--- src/rtl/hpm_pkg.sv ---
// Shared definitions for the hardware performance monitor bank.
// Holds the CSR address bases, Sscofpmf flag bit positions, the event
// register layout and small helpers used by the bank and its counters.
package hpm_pkg;

    localparam int unsigned CNT_W     = 64;
    localparam int unsigned SEL_W     = 8;
    localparam int unsigned FIRST_HPM = 3;

    localparam logic [11:0] CSR_MCYCLE        = 12'hB00;
    localparam logic [11:0] CSR_MCYCLEH       = 12'hB80;
    localparam logic [11:0] CSR_MCOUNTINHIBIT = 12'h320;
    localparam logic [11:0] CSR_MHPMEVENTH    = 12'h720;

    // Flag positions in the RV64 mhpmevent view
    localparam int unsigned OF_BIT   = 63;
    localparam int unsigned MINH_BIT = 62;
    localparam int unsigned SINH_BIT = 61;
    localparam int unsigned UINH_BIT = 60;
    // Same flags in the RV32 mhpmeventh view
    localparam int unsigned OFH_BIT   = 31;
    localparam int unsigned UINHH_BIT = 28;

    typedef enum logic [1:0] {
        PRIV_U = 2'b00,
        PRIV_S = 2'b01,
        PRIV_M = 2'b11
    } priv_e;

    typedef struct packed {
        logic             of;
        logic             minh;
        logic             sinh;
        logic             uinh;
        logic [SEL_W-1:0] sel;
    } hpm_event_t;

    // Event selects at or above the implemented event count are illegal
    function automatic logic sel_legal(logic [SEL_W-1:0] sel, int unsigned num_events);
        return 32'(sel) < num_events;
    endfunction

    // Writable mcountinhibit bits: CY, IR and the implemented hpm counters
    function automatic logic [31:0] inhibit_mask(int unsigned num_hpm);
        return 32'h5 | (((32'd1 << num_hpm) - 32'd1) << FIRST_HPM);
    endfunction

    // Next counter value: a write to a half wins over the increment of that half
    function automatic logic [CNT_W-1:0] cnt_next(logic [CNT_W-1:0] cnt, logic inc,
                                                 logic wr_lo, logic wr_hi,
                                                 logic [CNT_W-1:0] wval, logic rv64);
        logic [CNT_W-1:0] sum;
        logic [CNT_W-1:0] res;
        sum = cnt + CNT_W'(inc);
        res = sum;
        if (wr_lo && rv64) begin
            res = wval;
        end else if (wr_lo) begin
            res = {cnt[63:32], wval[31:0]};
        end else if (wr_hi) begin
            res = {wval[31:0], sum[31:0]};
        end
        return res;
    endfunction

endpackage

--- src/rtl/csr_hpm_bank_if.sv ---
// CSR access and event bus between the machine CSR block and the HPM bank.
// master: CSR block side (drives address/write/events, receives read data).
// slave : HPM bank side.
interface csr_hpm_bank_if #(
    parameter int unsigned XLEN       = 64,
    parameter int unsigned NUM_EVENTS = 16
) ();
    logic                  CSRWriteM;
    logic [11:0]           CSRAdrM;
    logic [XLEN-1:0]       CSRWriteValM;
    logic [NUM_EVENTS-1:0] EventsM;
    logic [1:0]            PrivilegeModeM;
    logic [XLEN-1:0]       ReadValM;
    logic                  AdrHitM;
    logic [31:0]           MCOUNTINHIBIT_REGW;
    logic [31:0]           SCOUNTOVF_REGW;
    logic                  LCOFIPulseM;

    modport master (
        output CSRWriteM, CSRAdrM, CSRWriteValM, EventsM, PrivilegeModeM,
        input  ReadValM, AdrHitM, MCOUNTINHIBIT_REGW, SCOUNTOVF_REGW, LCOFIPulseM
    );

    modport slave (
        input  CSRWriteM, CSRAdrM, CSRWriteValM, EventsM, PrivilegeModeM,
        output ReadValM, AdrHitM, MCOUNTINHIBIT_REGW, SCOUNTOVF_REGW, LCOFIPulseM
    );
endinterface

--- src/rtl/hpm_counter.sv ---
// One programmable mhpmcounter with its mhpmevent register, privilege
// filter and overflow detection.
// Ports: clk/reset; cnt_wr_lo_i/cnt_wr_hi_i counter half writes;
// evt_wr_lo_i/evt_wr_hi_i event register writes (hi only used in RV32);
// wval_i zero-extended write data; events_i event pulses; priv_i mode;
// inhibit_i mcountinhibit bit; count_o/event_o state; of_set_c hardware OF set.
module hpm_counter
    import hpm_pkg::*;
#(
    parameter int unsigned XLEN       = 64,
    parameter int unsigned NUM_EVENTS = 16,
    parameter bit          SSCOFPMF   = 1'b1
) (
    input  logic                  clk,
    input  logic                  reset,
    input  logic                  cnt_wr_lo_i,
    input  logic                  cnt_wr_hi_i,
    input  logic                  evt_wr_lo_i,
    input  logic                  evt_wr_hi_i,
    input  logic [CNT_W-1:0]      wval_i,
    input  logic [NUM_EVENTS-1:0] events_i,
    input  logic [1:0]            priv_i,
    input  logic                  inhibit_i,
    output logic [CNT_W-1:0]      count_o,
    output hpm_event_t            event_o,
    output logic                  of_set_c
);
    localparam bit RV64 = (XLEN == 64);

    logic [CNT_W-1:0] cnt_q, cnt_d;
    hpm_event_t       evt_q, evt_d;
    logic             ev_hit_c, filtered_c, inc_c, wrap_c, flag_wr_c;
    logic [3:0]       flag_val_c;

    // Event match, mode filter, increment and overflow
    always_comb begin
        ev_hit_c   = 1'b0;
        filtered_c = 1'b0;
        ev_hit_c   = (evt_q.sel != '0) &&
                     ((events_i & (NUM_EVENTS'(1) << evt_q.sel)) != '0);
        case (priv_i)
            PRIV_M:  filtered_c = evt_q.minh;
            PRIV_S:  filtered_c = evt_q.sinh;
            PRIV_U:  filtered_c = evt_q.uinh;
            default: filtered_c = 1'b0;
        endcase
        inc_c  = !inhibit_i && ev_hit_c && !filtered_c;
        cnt_d  = cnt_next(cnt_q, inc_c, cnt_wr_lo_i, cnt_wr_hi_i, wval_i, RV64);
        wrap_c = inc_c && !cnt_wr_lo_i && !cnt_wr_hi_i && (cnt_q == '1);

        // RV64 carries the flags in mhpmevent itself, RV32 in mhpmeventh
        flag_wr_c  = RV64 ? evt_wr_lo_i : evt_wr_hi_i;
        flag_val_c = RV64 ? wval_i[OF_BIT:UINH_BIT] : wval_i[OFH_BIT:UINHH_BIT];
        of_set_c   = SSCOFPMF && wrap_c && !evt_q.of && !flag_wr_c;

        evt_d = evt_q;
        if (evt_wr_lo_i) begin
            evt_d.sel = sel_legal(wval_i[SEL_W-1:0], NUM_EVENTS) ? wval_i[SEL_W-1:0] : '0;
        end
        if (flag_wr_c) begin
            {evt_d.of, evt_d.minh, evt_d.sinh, evt_d.uinh} = flag_val_c;
        end else if (of_set_c) begin
            evt_d.of = 1'b1;
        end
        if (!SSCOFPMF) begin
            {evt_d.of, evt_d.minh, evt_d.sinh, evt_d.uinh} = 4'b0;
        end
    end

    // Counter and event register state
    always_ff @(posedge clk) begin
        if (reset) begin
            cnt_q <= '0;
            evt_q <= '0;
        end else begin
            cnt_q <= cnt_d;
            evt_q <= evt_d;
        end
    end

    assign count_o = cnt_q;
    assign event_o = evt_q;

endmodule

--- src/rtl/csr_hpm_bank.sv ---
// Machine-mode performance monitor bank: mcycle, minstret, NUM_HPM
// programmable counters, mcountinhibit and Sscofpmf overflow interrupt.
// Ports: clk, reset (sync, active-high); bus (slave) carries CSRWriteM,
// CSRAdrM, CSRWriteValM, EventsM, PrivilegeModeM in and ReadValM, AdrHitM,
// MCOUNTINHIBIT_REGW, SCOUNTOVF_REGW, LCOFIPulseM out.
module csr_hpm_bank
    import hpm_pkg::*;
#(
    parameter int unsigned XLEN       = 64,
    parameter int unsigned NUM_HPM    = 4,
    parameter int unsigned NUM_EVENTS = 16,
    parameter bit          SSCOFPMF   = 1'b1
) (
    input  logic          clk,
    input  logic          reset,
    csr_hpm_bank_if.slave bus
);
    localparam bit          RV64     = (XLEN == 64);
    localparam logic [31:0] INH_MASK = inhibit_mask(NUM_HPM);

    logic [11:0]             adr_c;
    logic [4:0]              idx_c;
    logic                    is_cnt_c, is_cnth_c, is_evt_c, is_evth_c, wr_c;
    logic [CNT_W-1:0]        wval_c, rd_c;
    hpm_event_t              ev_c;
    logic [31:0]             ovf_c;
    logic [31:0][CNT_W-1:0]  cnt_all;
    hpm_event_t [31:0]       evt_all;
    logic [31:0]             of_set_c;

    logic [CNT_W-1:0] mcycle_q, mcycle_d, minstret_q, minstret_d;
    logic [31:0]      inh_q, inh_d;
    logic             lcofi_q, lcofi_d;

    // Address decode, read mux and next state of the inline registers
    always_comb begin
        adr_c  = bus.CSRAdrM;
        idx_c  = adr_c[4:0];
        wval_c = CNT_W'(bus.CSRWriteValM);
        // Index 1 (time) is not ours; unimplemented hpm slots still hit
        is_cnt_c  = (adr_c[11:5] == CSR_MCYCLE[11:5]) && (idx_c != 5'd1);
        is_cnth_c = !RV64 && (adr_c[11:5] == CSR_MCYCLEH[11:5]) && (idx_c != 5'd1);
        is_evt_c  = (adr_c[11:5] == CSR_MCOUNTINHIBIT[11:5]) &&
                    ((idx_c == 5'd0) || (idx_c >= 5'(FIRST_HPM)));
        is_evth_c = !RV64 && (adr_c[11:5] == CSR_MHPMEVENTH[11:5]) &&
                    (idx_c >= 5'(FIRST_HPM));
        wr_c = bus.CSRWriteM && (is_cnt_c || is_cnth_c || is_evt_c || is_evth_c);

        ev_c = evt_all[idx_c];
        rd_c = '0;
        if (is_cnt_c) begin
            rd_c = RV64 ? cnt_all[idx_c] : CNT_W'(cnt_all[idx_c][31:0]);
        end else if (is_cnth_c) begin
            rd_c = CNT_W'(cnt_all[idx_c][63:32]);
        end else if (is_evt_c) begin
            if (idx_c == 5'd0) begin
                rd_c = CNT_W'(inh_q);
            end else if (RV64) begin
                rd_c = {ev_c.of, ev_c.minh, ev_c.sinh, ev_c.uinh, 52'b0, ev_c.sel};
            end else begin
                rd_c = CNT_W'(ev_c.sel);
            end
        end else if (is_evth_c) begin
            rd_c = CNT_W'({ev_c.of, ev_c.minh, ev_c.sinh, ev_c.uinh, 28'b0});
        end

        mcycle_d   = cnt_next(mcycle_q, !inh_q[0],
                              wr_c && is_cnt_c && (idx_c == 5'd0),
                              wr_c && is_cnth_c && (idx_c == 5'd0), wval_c, RV64);
        minstret_d = cnt_next(minstret_q, bus.EventsM[0] && !inh_q[2],
                              wr_c && is_cnt_c && (idx_c == 5'd2),
                              wr_c && is_cnth_c && (idx_c == 5'd2), wval_c, RV64);
        inh_d      = (wr_c && is_evt_c && (idx_c == 5'd0)) ? (wval_c[31:0] & INH_MASK) : inh_q;
        // Several counters wrapping together still give a single pulse
        lcofi_d    = |of_set_c;

        ovf_c = '0;
        for (int i = 0; i < 32; i++) begin
            ovf_c[i] = evt_all[i].of;
        end
    end

    // Inline counter, inhibit and interrupt pulse state
    always_ff @(posedge clk) begin
        if (reset) begin
            mcycle_q   <= '0;
            minstret_q <= '0;
            inh_q      <= '0;
            lcofi_q    <= 1'b0;
        end else begin
            mcycle_q   <= mcycle_d;
            minstret_q <= minstret_d;
            inh_q      <= inh_d;
            lcofi_q    <= lcofi_d;
        end
    end

    // One slot per counter index; fixed slots expose mcycle/minstret or zero
    for (genvar g = 0; g < 32; g++) begin : g_slot
        if (g >= FIRST_HPM && g < FIRST_HPM + NUM_HPM) begin : g_hpm
            hpm_counter #(
                .XLEN       (XLEN),
                .NUM_EVENTS (NUM_EVENTS),
                .SSCOFPMF   (SSCOFPMF)
            ) u_cnt (
                .clk         (clk),
                .reset       (reset),
                .cnt_wr_lo_i (wr_c && is_cnt_c && (idx_c == 5'(g))),
                .cnt_wr_hi_i (wr_c && is_cnth_c && (idx_c == 5'(g))),
                .evt_wr_lo_i (wr_c && is_evt_c && (idx_c == 5'(g))),
                .evt_wr_hi_i (wr_c && is_evth_c && (idx_c == 5'(g))),
                .wval_i      (wval_c),
                .events_i    (bus.EventsM),
                .priv_i      (bus.PrivilegeModeM),
                .inhibit_i   (inh_q[g]),
                .count_o     (cnt_all[g]),
                .event_o     (evt_all[g]),
                .of_set_c    (of_set_c[g])
            );
        end else begin : g_fixed
            assign cnt_all[g]  = (g == 0) ? mcycle_q : ((g == 2) ? minstret_q : '0);
            assign evt_all[g]  = '0;
            assign of_set_c[g] = 1'b0;
        end
    end

    assign bus.ReadValM           = XLEN'(rd_c);
    assign bus.AdrHitM            = is_cnt_c || is_cnth_c || is_evt_c || is_evth_c;
    assign bus.MCOUNTINHIBIT_REGW = inh_q;
    assign bus.SCOUNTOVF_REGW     = ovf_c;
    assign bus.LCOFIPulseM        = lcofi_q;

endmodule

--- src/flat_wrapper.sv ---
// flat-port wrapper written by rule: the top's interface ports become plain ports
module csr_hpm_bank_flat import hpm_pkg::*;
#(
    parameter int unsigned XLEN       = 64,
    parameter int unsigned NUM_HPM    = 4,
    parameter int unsigned NUM_EVENTS = 16,
    parameter bit          SSCOFPMF   = 1'b1
)
  (clk, reset, bus_CSRWriteM, bus_CSRAdrM, bus_CSRWriteValM, bus_EventsM, bus_PrivilegeModeM, bus_ReadValM, bus_AdrHitM, bus_MCOUNTINHIBIT_REGW, bus_SCOUNTOVF_REGW, bus_LCOFIPulseM);
  csr_hpm_bank_if #(.XLEN(XLEN), .NUM_EVENTS(NUM_EVENTS)) bus_i ();
  input  logic clk;
  input  logic reset;
  input wire logic [$bits(bus_i.CSRWriteM)-1:0] bus_CSRWriteM;
  input wire logic [$bits(bus_i.CSRAdrM)-1:0] bus_CSRAdrM;
  input wire logic [$bits(bus_i.CSRWriteValM)-1:0] bus_CSRWriteValM;
  input wire logic [$bits(bus_i.EventsM)-1:0] bus_EventsM;
  input wire logic [$bits(bus_i.PrivilegeModeM)-1:0] bus_PrivilegeModeM;
  output wire logic [$bits(bus_i.ReadValM)-1:0] bus_ReadValM;
  output wire logic [$bits(bus_i.AdrHitM)-1:0] bus_AdrHitM;
  output wire logic [$bits(bus_i.MCOUNTINHIBIT_REGW)-1:0] bus_MCOUNTINHIBIT_REGW;
  output wire logic [$bits(bus_i.SCOUNTOVF_REGW)-1:0] bus_SCOUNTOVF_REGW;
  output wire logic [$bits(bus_i.LCOFIPulseM)-1:0] bus_LCOFIPulseM;
  assign bus_i.CSRWriteM = bus_CSRWriteM;
  assign bus_i.CSRAdrM = bus_CSRAdrM;
  assign bus_i.CSRWriteValM = bus_CSRWriteValM;
  assign bus_i.EventsM = bus_EventsM;
  assign bus_i.PrivilegeModeM = bus_PrivilegeModeM;
  assign bus_ReadValM = bus_i.ReadValM;
  assign bus_AdrHitM = bus_i.AdrHitM;
  assign bus_MCOUNTINHIBIT_REGW = bus_i.MCOUNTINHIBIT_REGW;
  assign bus_SCOUNTOVF_REGW = bus_i.SCOUNTOVF_REGW;
  assign bus_LCOFIPulseM = bus_i.LCOFIPulseM;
  csr_hpm_bank #(.XLEN(XLEN), .NUM_HPM(NUM_HPM), .NUM_EVENTS(NUM_EVENTS), .SSCOFPMF(SSCOFPMF)) u_core (.clk(clk), .reset(reset), .bus(bus_i));
endmodule
--- config.mk ---
export PLATFORM = sky130hd
export DESIGN_NAME = csr_hpm_bank_flat
export DESIGN_NICKNAME = d
export VERILOG_FILES = /design/src/rtl/hpm_pkg.sv /design/src/rtl/csr_hpm_bank_if.sv /design/src/rtl/hpm_counter.sv /design/src/rtl/csr_hpm_bank.sv /design/src/flat_wrapper.sv
export SDC_FILE = /design/constraint.sdc
export NUM_CORES = 2
export LEC_CHECK = 0
export CAP_MARGIN = 20
export CELL_PAD_IN_SITES_DETAIL_PLACEMENT = 1
export CELL_PAD_IN_SITES_GLOBAL_PLACEMENT = 1
export CORE_ASPECT_RATIO = 0.5
export CORE_MARGIN = 1
export CORE_UTILIZATION = 40
export DETAILED_ROUTE_END_ITERATION = 8
export GPL_TIMING_DRIVEN = 0
export MAX_ROUTING_LAYER = met4
export PLACE_DENSITY = 0.72
export SYNTH_ARGS = -nofsm -noshare
export SYNTH_HDL_FRONTEND = slang
export SYNTH_SLANG_ARGS = --single-unit
--- constraint.sdc ---
create_clock -name clk -period 9.1 [get_ports clk]
set_clock_uncertainty 0.05 [all_clocks]
set_input_delay 1.365 -clock clk [delete_from_list [all_inputs] [get_ports clk]]
set_output_delay 1.365 -clock clk [all_outputs]
set_load 0.005 [all_outputs]
After elaboration in Yosys (flattened, before gate mapping)
Index checks and enable logic that the tools add are counted.

Eq/ne operators: 14. Bitwise operators: 4. $lt $le $gt $ge: 3. Add/subtract/negate cells: 6. Multiplexer cells: 26. Shifts and indexed selects: 4. Reductions and logical operators: 84.

Operators with widths (count): $mux W64 (10); $add A64 B1 Y64 (6); $bmux W64 S5 (1); $eq A64 B64 Y1 const B (4); $and A16 B16 Y16 (4); $reduce_bool A16 Y1 (4); $shl A1 B8 Y16 const A (4); $bmux W12 S5 (1); $logic_and A1 B1 Y1 (45); $reduce_bool A8 Y1 (4); $logic_not A1 Y1 (22); $eq A5 B3 Y1 const B (3); $mux W12 (1); $pmux W1 S3 (4); $eq A5 B2 Y1 const B (2); $lt A8 B5 Y1 const B (1); $mux W1 (8); $mux W8 (1); $reduce_bool A2 Y1 (4); $eq A7 B5 Y1 const B (1); $eq A7 B7 Y1 const B (1); $lt A5 B6 Y1 const B (1); $ge A5 B2 Y1 const B (1); $logic_not A5 Y1 (1); other kinds (6) (7).

Word-level logic and storage cells: 169. Input port bits: 97. Bits in registers: 439.

Longest topological paths before layout
Depth after elaboration: 14. Depth in mapped cells: 16. Mapped depth without buffers: 14.

Cells and area by module
A second synthesis with hierarchy kept.

Cell total of the unflattened synthesis: 3546. Area total of the unflattened synthesis: 28651.2 um^2.

Modules (own cells, without submodules): hpm_counter (u_core.g_slot[3].g_hpm.u_cnt ...) (sequential area each 1521.5 um^2, cells each 519, area an instance 4297.9 um^2, instances 3); csr_hpm_bank (sequential area each 2702.6 um^2, cells each 1473, area an instance 11332.1 um^2, instances 1); hpm_counter (u_core.g_slot[6].g_hpm.u_cnt) (sequential area each 1521.5 um^2, cells each 516, area an instance 4425.5 um^2, instances 1).

Worst setup path before layout
Ideal clock, no wire load.

Path type: input to output. Start point: input port bus_CSRAdrM[0]. End point: output port bus_ReadValM[0]. Buffers on the path: 4. Stages: 8. Path slack: 4393 ps. Required time: 7685 ps. Arrival time: 3292 ps. Cell sequence: clkbuf_1 clkbuf_1 buf_1 clkbuf_1 mux2i_1 o21ai_0 a22oi_1 o221ai_1.

Word-level cells in the longest chain between the ends: 5.

RTL lines: start, declared (RTL line flat_wrapper.sv:14) `input wire logic [$bits(bus_i.CSRAdrM)-1:0] bus_CSRAdrM;`; $bmux W12 S5, or another cell as far along (RTL line csr_hpm_bank.sv:49) `ev_c = evt_all[idx_c];`; $mux W12 (implied by the code) or $logic_or A1 B1 Y1 (tied branches) (RTL line csr_hpm_bank.sv:49, csr_hpm_bank.sv:44); $mux W64 or $logic_and A1 B1 Y1 (tied branches) (RTL line csr_hpm_bank.sv:56, csr_hpm_bank.sv:43); $mux W64 (RTL line csr_hpm_bank.sv:55) `end else if (is_evt_c) begin`; $mux W64 * (RTL line csr_hpm_bank.sv:51) `if (is_cnt_c) begin`; end, declared (RTL line flat_wrapper.sv:18) `output wire logic [$bits(bus_i.ReadValM)-1:0] bus_ReadValM;`.

Mark *: on every way between the ends. The rest lies on a longest branch, timed or not. The select of a mux whose other input is x is not followed.

Final worst setup path
Start point: input port bus_CSRAdrM[1]. End point: output port bus_ReadValM[45].

Word-level cells in the longest chain between the ends: 5.

RTL lines: $ge A5 B2 Y1 or $logic_not A5 Y1 (tied branches) (RTL line csr_hpm_bank.sv:44) `((idx_c == 5'd0) || (idx_c >= 5'(FIRST_HPM)));`; $logic_or A1 B1 Y1 (RTL line csr_hpm_bank.sv:44); $logic_and A1 B1 Y1 (RTL line csr_hpm_bank.sv:43) `is_evt_c = (adr_c[11:5] == CSR_MCOUNTINHIBIT[11:5]) &&`; $mux W64 (RTL line csr_hpm_bank.sv:55); $mux W64 * (RTL line csr_hpm_bank.sv:51).

Marks and branches as above.

==> out/qor.txt <==
CLOCK TREE
----------------------------------------------------------------------------------
Maximum level of the CTS H-tree                                                  2
Number of setup buffers added after CTS                                          0
Clock root buffer                                                     sky130_fd_sc_hd__clkbuf_16
Register clock-pin slew on the reported worst setup and hold paths         0.07 ns
Clock tree from TritonCTS                                                     done
Clock latency of the later-clocked register in the worst-skew pair         0.61 ns
Maximum buffer depth of the clock tree                                           3
# clock sinks                                                                  439
# resized after CTS                                                              0
Total clock buffers created by CTS                                              45
Number of hold-repair buffers added at the cts stage                             0

SYNTH
----------------------------------------------------------------------------------
Most frequent cells after synthesis                                   sky130_fd_sc_hd__nor2_1, sky130_fd_sc_hd__dfxtp_1, sky130_fd_sc_hd__a211oi_1, sky130_fd_sc_hd__nand2_1, sky130_fd_sc_hd__clkbuf_1
Part of the Yosys area used for sequential elements                          32.0%
Post-synthesis cell type count                                                  64
Number of instances in the synthesized netlist                               3,473
Total of warnings raised by yosys                                                0
Syn avg cell area                                                         7.90 um2
Post-Syn Area                                                           27,400 um2
Area share of the largest cell type after synthesis                          32.0%
Post-synth top area cell                                              sky130_fd_sc_hd__dfxtp_1
Post-synth top flop                                                   sky130_fd_sc_hd__dfxtp_1
Top area cells in the synthesized netlist                             sky130_fd_sc_hd__dfxtp_1, sky130_fd_sc_hd__a211oi_1, sky130_fd_sc_hd__nor2_1
Async set-reset flop share out of synthesis                                     0%
Most frequent cell after synthesis                                    sky130_fd_sc_hd__nor2_1
Number of flip-flops and latches in the synthesized netlist                    439
Post-synth EDFFs                                                                 0

GLOBAL ROUTE
----------------------------------------------------------------------------------
Total global routing track utilization                                       41.1%
Overflow left after global routing                                               0
First-pass GRT wire length                                              203,000 um
Pin count of the biggest net entering global routing                            14
Number of global-route vias before repair                                   28,300
Initial antenna violation count                                                  6

DETAILED ROUTING
----------------------------------------------------------------------------------
Metal-1 WL                                                               65,800 um
Met2 WL post-DR                                                          57,000 um
Met3 wirelength from detailed routing                                    16,600 um
Wire length per cell                                                       30.4 um
Overall via count from detail_route                                         30,100
Detailed router's first-iteration violation count                            3,652
DRC errors left                                                                  0
First drt pass iteration count                                                   5
Remaining number of nets flagged by the antenna check after routing              0
Wirelength, routed                                                      143,000 um
Number of vias per cell after detailed routing                                6.40
Top routing layer in use                                                      met4

DIE
----------------------------------------------------------------------------------
Count of boundary I/O pins                                                     227
Cell row count                                                                  67
Die W                                                                       372 um
Floorplan core area                                                     67,400 um2
Die height                                                                  187 um
Initial core utilization                                                     40.7%
Overall die area                                                        69,700 um2

STA
----------------------------------------------------------------------------------
Final hold violation count                                                       0
Number of slew-limit violations in the final report                              0
Sum of negative setup slack                                                   0 ns
Final setup fails                                                                0
Final clock period utilization by the worst path                             81.6%
Achievable clock frequency                                               0.135 GHz
Headroom to the max-slew limit                                               13.4%
Final worst path period need                                               7.42 ns
Setup repair after global routing missed its margin                             no
Transition time of the tightest slew-check pin                             1.30 ns

WORST SETUP PATH
----------------------------------------------------------------------------------
Buffers & Inverters on Critical Path                                             6
Largest incremental delay on the critical path                             0.79 ns
Type of the setup path with the least slack                              in -> out
Slowest cell on the critical path                                     sky130_fd_sc_hd__clkbuf_1
Chain of cells forming the critical path                              clkdlybuf4s50_1 > clkbuf_1 > nor2b_1 > clkbuf_1 > clkbuf_1 > buf_1 > nand2_1 > o21ai_0 > a22oi_1 > nor2_1 > clkdlybuf4s50_1
Arrival time of the worst setup path                                       6.01 ns
Capturing element type of the critical path                           primary output
Crit path top cell by count                                           sky130_fd_sc_hd__clkbuf_1
Cell family with the largest share of critical-path delay             buffers and inverters
Critical path peak fanout                                                       10
Data required time of the worst path                                       7.69 ns
Launching element type of the critical path                              input pin

POWER
----------------------------------------------------------------------------------
Leakage power                                                              10.7 nW
Maximum vdd ir drop                                                       0.149 mV
Power per Cell Area                                                     132 nW/um2

FLOW RUN
----------------------------------------------------------------------------------
Number of violations of the max-capacitance limit                                0

FINISH
----------------------------------------------------------------------------------
Proportion of layout cells with a drive suffix above 1                       7.47%
Final core utilization                                                       48.0%
NumNets Final                                                                3,876
Area growth, synth to finish                                                 18.0%

RUN STATUS
----------------------------------------------------------------------------------
Result of the run                                                        completed

WORST HOLD PATH
----------------------------------------------------------------------------------
Hold Crit Class                                                         reg -> reg

PLACEMENT
----------------------------------------------------------------------------------
Buffers added on ports                                                         159
Placer congestion estimate                                                    1.00
Post-DP HPWL                                                            112,000 um

[routing by layer]
metal / track usage (%) / up-vias
met5: - / -
met4: 9.61 / 0
met3: 10.3 / 212
met2: 55.2 / 1554
met1: 60.3 / 15300
li1: - / 13000
[cell families after synthesis]
kind of cell               Yosys count  synth area share (%)
adders and majority gates           12                 0.547
other                                1                0.0137
muxes                              173                  7.19
and+or+nand+nor                   1472                  26.0
DFF                                439                  32.0
AOI/OAI and AO/OA                  675                  17.5
xor gates and xnor gates           340                  10.9
buffers and inverters              361                  5.89
[layout by cell type, fill, tap and decap left out, drive strengths merged, types with 37 or more instances in the layout]
master and n:
or3 41, nand3 147, dfxtp 439, a21oi 60, a22oi 68, a311oi 37
o21ai 104, nor3 99, clkdlybuf4s50 159, a211oi 317, mux2i 98, nand4 118
xor2 170, and3 75, buf 128, nand2 284, a22o 58, mux2 62
clkbuf 294, nor2 554, and4 48, xnor2 170, inv 49, conb 54
[per-stage QoR]
| step | instance area, um2 | instances | hold WS [ns] | worst slack [ns] | total power, mW |
|---|---|---|---|---|---|
| after floorplan | 27600 | 3526 | 0.390 | 4.39 | 2.09 |
| after global placement | 30300 | 4582 | 0.402 | 1.59 | 2.27 |
| after detailed placement | 30800 | 4612 | 0.417 | 1.99 | 2.28 |
| after CTS | 32300 | 4693 | 0.426 | 1.98 | 4.24 |
| after global routing | 32400 | 4704 | 0.446 | 1.69 | 4.33 |
| final | 32400 | 4706 | 0.428 | 1.68 | 4.26 |
[sequential cells by signal, indices dropped and copies added (netlist names)]
| name | flops |
|---|---|
| u_core.g_slot.g_hpm.u_cnt.count_o | 256 |
| u_core.bus.MCOUNTINHIBIT_REGW | 6 |
| u_core.mcycle_q | 64 |
| u_core.bus.LCOFIPulseM | 1 |
| u_core.g_slot.g_hpm.u_cnt.event_o | 48 |
| u_core.minstret_q | 64 |
[worst min-delay path: stages (launching register included)]
cell and delay [ns]:
sky130_fd_sc_hd__dfxtp_1 0.33, sky130_fd_sc_hd__nand2_1 0.06, sky130_fd_sc_hd__a21oi_1 0.05
[path summary, 6_finish.rpt]
kind                                      startpoint                                        to  slack (ns)  cells after the start
max reg2reg         u_core.bus.MCOUNTINHIBIT_REGW[3]  u_core.g_slot[3].g_hpm.u_cnt.count_o[60]        3.17                     14
min          u_core.g_slot[6].g_hpm.u_cnt.event_o[8]   u_core.g_slot[6].g_hpm.u_cnt.event_o[8]        0.43                      2
max                                   bus_CSRAdrM[1]                          bus_ReadValM[45]        1.68                     11
min reg2reg  u_core.g_slot[6].g_hpm.u_cnt.event_o[8]   u_core.g_slot[6].g_hpm.u_cnt.event_o[8]        0.43                      2
[final cells by class]
class                      instances  area, um2
antenna                            8       20.0
timing repair buffer             194       2070
fill                            8310      35000
tap                              897       1120
multi-input combinational       2726      17300
clock buffer                      74       1420
clock inverter                     7       63.8
sequential                       439       8790
inverter                          48        180
buffer                           313       1440
[power by group]
part           switching, mW  leakage [nW]  internal (mW)
combinational          0.235          6.40         0.0937
clock                  0.915         0.733           1.09
sequential           0.00245          3.53           1.92
total                   1.15          10.7           3.11
Note: power is estimated with default switching activity, not from simulation.
